## src/rtl/wbc_tty_tx_pkg.sv

```systemverilog
// rtl/wbc_tty_tx_pkg.sv - shared state encodings and defaults for the debug tty transmitter
// Contents: tx_state_e (2-bit FSM encoding), default baud divider and FIFO address width.
package wbc_tty_tx_pkg;

    typedef enum logic [1:0] {
        TX_IDLE  = 2'd0,
        TX_START = 2'd1,
        TX_DATA  = 2'd2,
        TX_STOP  = 2'd3
    } tx_state_e;

    // 50 MHz / 115200 baud
    localparam int DEFAULT_BAUD_DIV = 434;
    localparam int DEFAULT_FIFO_AW  = 4;

endpackage

```

## src/rtl/wbc_tty_tx_if.sv

```systemverilog
// rtl/wbc_tty_tx_if.sv - CPU debug byte stream (tty_stb/tty_dat/tty_end)
// Signals: tty_stb single-cycle byte strobe, tty_dat byte value, tty_end end-of-session.
// Modports: master = CPU core side, slave = transmitter side.
interface wbc_tty_tx_if;
    logic       tty_stb;
    logic [7:0] tty_dat;
    logic       tty_end;

    modport master (output tty_stb, output tty_dat, output tty_end);
    modport slave  (input  tty_stb, input  tty_dat, input  tty_end);
endinterface

```

## src/rtl/wbc_fifo_sync.sv

```systemverilog
// rtl/wbc_fifo_sync.sv - single-clock FIFO with registered head output
// Ports: clk, rst_n (sync, active-low), wr/wdat push, rd pop,
//        rdat head of queue (valid while !empty), empty, full.
// A push while full is taken only when a pop happens in the same cycle.
module wbc_fifo_sync #(
    parameter int WIDTH = 8,
    parameter int AW    = 4
) (
    input  logic             clk,
    input  logic             rst_n,
    input  logic             wr,
    input  logic [WIDTH-1:0] wdat,
    input  logic             rd,
    output logic [WIDTH-1:0] rdat,
    output logic             empty,
    output logic             full
);
    localparam int         DEPTH    = 1 << AW;
    localparam logic [AW:0] FULL_CNT = {1'b1, {AW{1'b0}}};

    logic [WIDTH-1:0] mem_q [DEPTH];
    logic [AW-1:0]    wr_ptr_q, wr_ptr_d;
    logic [AW-1:0]    rd_ptr_q, rd_ptr_d;
    logic [AW:0]      cnt_q, cnt_d;
    logic [WIDTH-1:0] head_q, head_d;
    logic             wr_ok, rd_ok;

    assign empty = (cnt_q == '0);
    assign full  = (cnt_q == FULL_CNT);
    assign rdat  = head_q;

    assign rd_ok = rd & ~empty;
    assign wr_ok = wr & (~full | rd_ok);

    always_comb begin
        wr_ptr_d = wr_ptr_q;
        rd_ptr_d = rd_ptr_q;
        cnt_d    = cnt_q;
        if (wr_ok) wr_ptr_d = wr_ptr_q + 1'b1;
        if (rd_ok) rd_ptr_d = rd_ptr_q + 1'b1;
        case ({wr_ok, rd_ok})
            2'b10:   cnt_d = cnt_q + 1'b1;
            2'b01:   cnt_d = cnt_q - 1'b1;
            default: cnt_d = cnt_q;
        endcase
        // The new head is the byte being written when it lands in the slot
        // the read pointer will point at (queue was empty or drains to it).
        if (wr_ok && (wr_ptr_q == rd_ptr_d)) head_d = wdat;
        else                                 head_d = mem_q[rd_ptr_d];
    end

    always_ff @(posedge clk) begin
        if (wr_ok) mem_q[wr_ptr_q] <= wdat;
    end

    always_ff @(posedge clk) begin
        if (!rst_n) begin
            wr_ptr_q <= '0;
            rd_ptr_q <= '0;
            cnt_q    <= '0;
            head_q   <= '0;
        end else begin
            wr_ptr_q <= wr_ptr_d;
            rd_ptr_q <= rd_ptr_d;
            cnt_q    <= cnt_d;
            head_q   <= head_d;
        end
    end

endmodule

```

## src/rtl/wbc_tty_tx.sv

```systemverilog
// rtl/wbc_tty_tx.sv - debug console 8N1 transmitter fed by the CPU tty stream
// Ports: clk, rst_n (sync, active-low), tty (stream slave: tty_stb/tty_dat/tty_end),
//        txd serial out (idle high), busy, ovf (sticky drop), done (sticky drained end).
module wbc_tty_tx
    import wbc_tty_tx_pkg::*;
#(
    parameter int FIFO_AW  = DEFAULT_FIFO_AW,
    parameter int BAUD_DIV = DEFAULT_BAUD_DIV
) (
    input  logic          clk,
    input  logic          rst_n,
    wbc_tty_tx_if.slave   tty,
    output logic          txd,
    output logic          busy,
    output logic          ovf,
    output logic          done
);
    localparam logic [15:0] BAUD_LOAD = 16'(BAUD_DIV - 1);

    tx_state_e   state_q, state_d;
    logic [15:0] baud_q, baud_d;
    logic [2:0]  bit_q, bit_d;
    logic [7:0]  sh_q, sh_d;
    logic        txd_q, txd_d;
    logic        busy_q, busy_d;
    logic        ovf_q, ovf_d;
    logic        done_q, done_d;
    logic        end_q, end_d;

    logic        fifo_empty, fifo_full;
    logic [7:0]  fifo_rdat;
    logic        push, pop, bit_done;

    // Strobes arriving with tty_end are still taken; end_q gates later ones.
    assign push     = tty.tty_stb & ~end_q;
    assign bit_done = (baud_q == 16'd0);
    // Pop from IDLE, or at the last stop-bit cycle to chain frames with no gap.
    assign pop      = ~fifo_empty & ((state_q == TX_IDLE) |
                                     ((state_q == TX_STOP) & bit_done));

    wbc_fifo_sync #(.WIDTH(8), .AW(FIFO_AW)) u_fifo (
        .clk   (clk),
        .rst_n (rst_n),
        .wr    (push),
        .wdat  (tty.tty_dat),
        .rd    (pop),
        .rdat  (fifo_rdat),
        .empty (fifo_empty),
        .full  (fifo_full)
    );

    always_comb begin
        state_d = state_q;
        baud_d  = baud_q;
        bit_d   = bit_q;
        sh_d    = sh_q;
        end_d   = end_q | tty.tty_end;
        ovf_d   = ovf_q | (push & fifo_full & ~pop);
        done_d  = done_q | (end_q & fifo_empty & (state_q == TX_IDLE));
        busy_d  = ~fifo_empty | (state_q != TX_IDLE);

        // txd is registered from the current state, so the line trails the
        // FSM by one clock; every bit still lasts exactly BAUD_DIV clocks.
        case (state_q)
            TX_START: txd_d = 1'b0;
            TX_DATA:  txd_d = sh_q[0];
            default:  txd_d = 1'b1;
        endcase

        case (state_q)
            TX_IDLE: begin
                if (pop) begin
                    sh_d    = fifo_rdat;
                    baud_d  = BAUD_LOAD;
                    state_d = TX_START;
                end
            end
            TX_START: begin
                if (bit_done) begin
                    baud_d  = BAUD_LOAD;
                    bit_d   = 3'd0;
                    state_d = TX_DATA;
                end else begin
                    baud_d = baud_q - 16'd1;
                end
            end
            TX_DATA: begin
                if (bit_done) begin
                    baud_d = BAUD_LOAD;
                    sh_d   = {1'b0, sh_q[7:1]};
                    if (bit_q == 3'd7) state_d = TX_STOP;
                    else               bit_d   = bit_q + 3'd1;
                end else begin
                    baud_d = baud_q - 16'd1;
                end
            end
            TX_STOP: begin
                if (bit_done) begin
                    if (pop) begin
                        sh_d    = fifo_rdat;
                        baud_d  = BAUD_LOAD;
                        state_d = TX_START;
                    end else begin
                        state_d = TX_IDLE;
                    end
                end else begin
                    baud_d = baud_q - 16'd1;
                end
            end
            default: state_d = TX_IDLE;
        endcase
    end

    always_ff @(posedge clk) begin
        if (!rst_n) begin
            state_q <= TX_IDLE;
            baud_q  <= '0;
            bit_q   <= '0;
            sh_q    <= '0;
            txd_q   <= 1'b1;
            busy_q  <= 1'b0;
            ovf_q   <= 1'b0;
            done_q  <= 1'b0;
            end_q   <= 1'b0;
        end else begin
            state_q <= state_d;
            baud_q  <= baud_d;
            bit_q   <= bit_d;
            sh_q    <= sh_d;
            txd_q   <= txd_d;
            busy_q  <= busy_d;
            ovf_q   <= ovf_d;
            done_q  <= done_d;
            end_q   <= end_d;
        end
    end

    assign txd  = txd_q;
    assign busy = busy_q;
    assign ovf  = ovf_q;
    assign done = done_q;

endmodule

```

## src/flat_wrapper.sv

```systemverilog
// flat-port wrapper written by rule: the top's interface ports become plain ports
module wbc_tty_tx_flat import wbc_tty_tx_pkg::*;
#(
    parameter int FIFO_AW  = DEFAULT_FIFO_AW,
    parameter int BAUD_DIV = DEFAULT_BAUD_DIV
)
  (clk, rst_n, txd, busy, ovf, done, tty_tty_stb, tty_tty_dat, tty_tty_end);
  wbc_tty_tx_if tty_i ();
  input  logic clk;
  input  logic rst_n;
  output logic txd;
  output logic busy;
  output logic ovf;
  output logic done;
  input wire logic [$bits(tty_i.tty_stb)-1:0] tty_tty_stb;
  input wire logic [$bits(tty_i.tty_dat)-1:0] tty_tty_dat;
  input wire logic [$bits(tty_i.tty_end)-1:0] tty_tty_end;
  assign tty_i.tty_stb = tty_tty_stb;
  assign tty_i.tty_dat = tty_tty_dat;
  assign tty_i.tty_end = tty_tty_end;
  wbc_tty_tx #(.FIFO_AW(FIFO_AW), .BAUD_DIV(BAUD_DIV)) u_core (.clk(clk), .rst_n(rst_n), .tty(tty_i), .txd(txd), .busy(busy), .ovf(ovf), .done(done));
endmodule
```

## config.mk

```make
export PLATFORM = sky130hd
export DESIGN_NAME = wbc_tty_tx_flat
export DESIGN_NICKNAME = d
export VERILOG_FILES = /design/src/rtl/wbc_tty_tx_pkg.sv /design/src/rtl/wbc_tty_tx_if.sv /design/src/rtl/wbc_fifo_sync.sv /design/src/rtl/wbc_tty_tx.sv /design/src/flat_wrapper.sv
export SDC_FILE = /design/constraint.sdc
export NUM_CORES = 1
export LEC_CHECK = 0
export BUFFER_PORTS_ARGS = -buffer_cell sky130_fd_sc_hd__clkbuf_2
export CAP_MARGIN = 20
export CORE_UTILIZATION = 63
export DETAILED_ROUTE_END_ITERATION = 10
export HOLD_SLACK_MARGIN = 0.02
export PLACE_DENSITY = 0.88
export SYNTH_ARGS = -nofsm -noshare
export SYNTH_HDL_FRONTEND = slang
export SYNTH_SLANG_ARGS = --single-unit
```

## constraint.sdc

```tcl
create_clock -name clk -period 3.3 [get_ports clk]
set_input_delay 0.33 -clock clk [delete_from_list [all_inputs] [get_ports clk]]
set_output_delay 0.33 -clock clk [all_outputs]
set_load 0.01 [all_outputs]
```

### Yosys cells after proc, flatten, opt, wreduce, memory -nomap -nowiden

Memory sizes are Yosys's and may differ from the RTL's. A register that Yosys moved wholly into a read port is not among the register bits.
Index checks and enable logic that the tools add are counted.

| word-level totals | value |
|---|---|
| register bits after elaboration | 47 |
| RAM bits | 128 |
| output and inout port bits | 4 |
| word-level logic and storage cells | 87 |
| memories | 1 |

Memories:

| name | depth | width | read ports | clocked after memory_dff | wr ports | RTL line | RTL |
|---|---|---|---|---|---|---|---|
| u_core.u_fifo.mem_q | 16 | 8 | 1 | 1 | 1 | wbc_fifo_sync.sv:21 | `logic [WIDTH-1:0] mem_q [DEPTH];` |

| cells by class | value |
|---|---|
| $add $sub $neg | 6 |
| eq/ne operators | 13 |
| mux-type cells | 24 |
| bitwise logic cells | 19 |
| reductions and logical operators | 12 |

Operators by type and width:

| cell | number |
|---|---|
| $mux W16 | 3 |
| $pmux W16 S3 | 1 |
| $mux W8 | 3 |
| $pmux W8 S3 | 1 |
| $logic_not A16 Y1 | 1 |
| $sub A16 B1 Y16 const B | 1 |
| $mux W2 | 5 |
| $ne A2 B1 Y1 const B | 5 |
| $pmux W5 S2 | 1 |
| $and A1 B1 Y1 | 9 |
| $mux W3 | 3 |
| $add A4 B1 Y4 const B | 2 |
| $pmux W2 S4 | 1 |
| $eq A2 B2 Y1 const B | 3 |
| $or A1 B1 Y1 | 6 |
| $pmux W3 S2 | 1 |
| $reduce_bool A2 Y1 | 3 |
| $add A5 B1 Y5 const B | 1 |
| $eq A5 B5 Y1 const B | 1 |
| $logic_not A5 Y1 | 1 |
| $reduce_and A5 Y1 | 1 |
| $sub A5 B1 Y5 const B | 1 |
| $eq A2 B1 Y1 const B | 2 |
| $mux W4 | 1 |
| 12 further kinds | 17 |

### Depth between registers and ports, before layout

| logic depth | value |
|---|---|
| word-level depth | 9 |
| gate-level depth with buffers | 14 |
| gate-level depth less buffers | 13 |

### By module

From an unflattened synthesis, not the netlist that was laid out.

| unflattened totals | value |
|---|---|
| cell total of the unflattened synthesis | 698 |
| area total of the unflattened synthesis | 9317.7 um^2 |

By module, submodules not included:

| module | instances | cells an instance | area an instance (um^2) | sequential area each (um^2) |
|---|---|---|---|---|
| wbc_fifo_sync | 1 | 470 | 7344.5 | 4264.1 |
| wbc_tty_tx | 1 | 228 | 1973.1 | 680.7 |

### Worst setup path before layout

OpenSTA, ideal clock, no wires.

| path | value |
|---|---|
| path kind | reg2reg |
| start | register u_core.baud_q[6] |
| end | register u_core.u_fifo.head_q[0], in the netlist u_core.u_fifo.rdat[0], read port of u_core.u_fifo.mem_q |
| library setup time | 0.141 ns |
| arrival | 2.848 ns |
| slack | 0.311 ns |
| stages on the path, launching flop included | 11 |
| buffers on the path | 2 |
| clock period less this slack | 2.989 ns |
| cells stage by stage | dfxtp_1 > or4_4 > nand3b_4 > or4_4 > a22oi_4 > xnor2_1 > or4_1 > buf_2 > buf_6 > o21ai_2 > a31oi_2 |

| between the ends | value |
|---|---|
| word-level cells in the longest chain between the ends | 6 |

RTL lines:

| element | RTL line | RTL |
|---|---|---|
| from (decl) | wbc_tty_tx.sv:21 | `logic [15:0] baud_q, baud_d;` |
| from (signal assigned) | wbc_tty_tx.sv:127 | `baud_q <= baud_d;` |
| $logic_not A16 Y1 | wbc_tty_tx.sv:36 | `assign bit_done = (baud_q == 16'd0);` |
| $and A1 B1 Y1 | wbc_tty_tx.sv:39 | `((state_q == TX_STOP) & bit_done));` |
| $or A1 B1 Y1 | wbc_tty_tx.sv:38 | `assign pop = ~fifo_empty & ((state_q == TX_IDLE) \|` |
| $and A1 B1 Y1 | wbc_tty_tx.sv:38 |  |
| $and A1 B1 Y1 | wbc_fifo_sync.sv:32 | `assign rd_ok = rd & ~empty;` |
| $mux W4 | wbc_fifo_sync.sv:40 | `if (rd_ok) rd_ptr_d = rd_ptr_q + 1'b1;` |
| to (decl) | wbc_fifo_sync.sv:25 | `logic [WIDTH-1:0] head_q, head_d;` |

Every way passes these cells.
A chain may end at the register's enable or synchronous reset.

### Final worst setup path

Same ends and word-level chain as after synthesis.

==> flow_summary.json <==
{
  "status": "finished, final reports clean",
  "ys.flop_type": "edfxtp_1",
  "ir_drop_mv": 0.589,
  "start_util_pct": 65.6,
  "cts_made_buffers": 17,
  "path_max_fanout": 13,
  "tritoncts": "built",
  "fin_area_mm2": 0.00944,
  "cp.required_ns": 3.59,
  "ys_ff_latch": 183,
  "hold-path-cell-count": 2,
  "fp.dieW_um": 118,
  "dpl-instance-area_mm2": 0.00884,
  "yosysWarnings": 0,
  "synth_cell_type_count": 62,
  "setup_viol": 0,
  "slew_violations": 0,
  "cts_sinks": 183,
  "path_clk_slew_ns": 0.07,
  "seq_area_frac_synth_pct": 58.8,
  "grt_first_pass_wirelength_mm": 31.2,
  "nets": 744,
  "htree_levels": 4,
  "yosysTopAreaCell": "edfxtp_1",
  "dp_hpwl_mm": 12.8,
  "vias": 6006,
  "setup_ws_ns": 0.0902,
  "hold_path_class": "in -> reg",
  "fin_skew_ns": 0.0110,
  "fmax_mhz": 312,
  "final_layout_size_suffix_gt1_share_pct": 17.1,
  "drtIter0Drc": 744,
  "p_leak_uw": 0.00345,
  "grt_util_all_layers_pct": 30.1,
  "core_mm2": 0.0128,
  "io_pins": 16,
  "wl_per_cell_um": 22.0,
  "dp_slack_ns": -0.0710,
  "r2r_cells": 6,
  "antenna_found_initial": 0,
  "firstDrtPassIters": 6,
  "crit_type": "reg -> reg",
  "crit_arrival_ns": 3.50,
  "area_delta_synth_final_pct": 12.3,
  "dieHeight_um": 118,
  "drc": 0,
  "first_global_vias": 5876,
  "grt_max_degree": 56,
  "whs_ns": 0.0965,
  "routed_via_density": 6.67,
  "gp_congestion": 0.903,
  "synthTopCellsByArea": "edfxtp_1 46%, dfxtp_1 13%, mux2i_1 6.1%",
  "netlist_area_mm2": 0.00841,
  "synth-async-reset-ratio_pct": 0,
  "holdBufCountCts": 0,
  "worst_setup_path_end_kind": "flop",
  "ctsLongestPathBuffers": 2,
  "synth.most_common_cell": "edfxtp_1",
  "dieArea_mm2": 0.0138,
  "worst_pin_slew_ns": 0.990,
  "netlist_instances": 684,
  "worst_slew_margin_rel_pct": 34.0,
  "synth_commonest_cells": "128 x edfxtp_1, 91 x nand2_1, 55 x dfxtp_1, 51 x mux2i_1, 35 x nor2_1",
  "rsz0062_at_grt": "no",
  "n_antenna_cell": 0,
  "hold_viol_final": 0,
  "syn_area_per_cell_um2": 12.3,
  "cts_setup_buffers": 0,
  "synth_edf_count": 128,
  "final.period_utilization_pct": 97.3,
  "drv_cap": 0,
  "ctsResizeCount": 1,
  "cp-start-kind": "flop",
  "std_cell_rows": 41,
  "numPortBuffers": 15,
  "period_minus_slack_ns": 3.21,
  "clk_latency_ns": 0.44,
  "routed_wl_mm": 19.8,
  "gr-total-overflow": 0,
  "synth_top_cell_area_share_pct": 45.7,
  "clockRootBuffer": "clkbuf_16",
  "antenna_left": 0,
  "synth_nets": 712,
  "power_density_mw_per_mm2": 897
}
worst paths after layout:
check / from / to / slack (ns)
worst max-delay path: u_core.baud_q[6] / u_core.u_fifo.rdat[0] / 0.09
worst min-delay path: tty_tty_end / u_core.end_q / 0.1
worst max register to register: u_core.baud_q[6] / u_core.u_fifo.rdat[0] / 0.09
worst min register to register: u_core.sh_q[0] / u_core.txd / 0.49
state kept, by name (all words and copies together), names as in the netlist:
signal,flops
u_core.bit_q,3
u_core.busy,1
u_core.u_fifo.rdat,8
u_core.done,1
u_core.u_fifo.mem_q,128
u_core.u_fifo.wr_ptr_q,4
u_core.state_q,2
u_core.u_fifo.rd_ptr_q,4
u_core.ovf,1
u_core.sh_q,8
u_core.txd,1
u_core.baud_q,16
u_core.u_fifo.cnt_q,5
u_core.end_q,1
logic make-up (layout without fill, tap and decap cells):
group           count (synthesis)  count (layout)  share of synthesized area [%]
simple gates                  214             214                           12.1
fa+ha+maj                      16              16                           2.38
mux                            70              70                           11.0
xor+xnor                       18              18                           2.13
compound gates                134             134                           11.1
flops                         183             183                           58.8
buf+inv                        49              94                           2.38
metrics by stage:
stage / power (µW) / setup TNS, ns / std cells / util (%)
after global placement: 6210 / 0 / 869 / 68.9
after global routing: 8880 / 0 / 901 / 73.6
after CTS: 8370 / 0 / 901 / 73.4
after detailed placement: 6360 / -0.260 / 869 / 68.9
final: 8470 / 0 / 901 / 73.6
after floorplan: 5390 / 0 / 684 / -
cell type report:
class                      count  area, µm²
clock buffer                  20        437
clock inverter                12        134
fill                         813       3390
inverter                      10       37.5
multi-input combinational    452       3300
sequential                   183       4950
tap                          172        215
timing repair buffer          52        365
worst max-delay path, stage by stage, from the launching register on:
cell	delay (ns)
dfxtp_1	0.37
or4_4	0.60
nand3b_4	0.23
or4_4	0.57
a22o_1	0.47
o311ai_0	0.67
a31oi_2	0.16
layer usage:
metal	track usage (%)	wire length (µm)	up-vias
li1	-	-	2648
met1	37.5	7560	2911
met2	49.4	9770	371
met3	7.12	1730	76
met4	14.7	778	0
met5	0	0	-
cells in the final DEF (no fill, tap or decap), drive strengths merged, types with 2 or more instances in the layout:
master,Yosys,routed
nand3b,2,2
nor4,4,4
dfxtp,55,55
o211a,7,7
o2111ai,7,7
and2,12,12
o21a,2,2
o31ai,2,2
nor3b,2,2
nand2,91,91
nand3,17,17
edfxtp,128,128
a21boi,7,7
o22a,2,2
nor2,36,36
clkbuf,29,35
or3,4,4
xor2,4,4
a21oi,29,29
clkinv,0,3
ha,16,16
mux4,18,18
a31oi,20,20
nor2b,11,11
o221ai,8,8
nor3,15,15
nand4,7,7
o22ai,5,5
buf,10,37
o221a,7,7
mux2i,51,51
xnor2,13,13
nand2b,5,5
or4,5,5
o21ai,28,28
inv,10,18
a22oi,2,2
where the power goes:
group / switching (µW) / internal [µW] / total (µW)
clock: 901 / 1070 / 1970
sequential: 199 / 2660 / 2860
combinational: 2200 / 1440 / 3640
total: 3300 / 5170 / 8470
No activity file was read; power rests on OpenSTA's default activity.
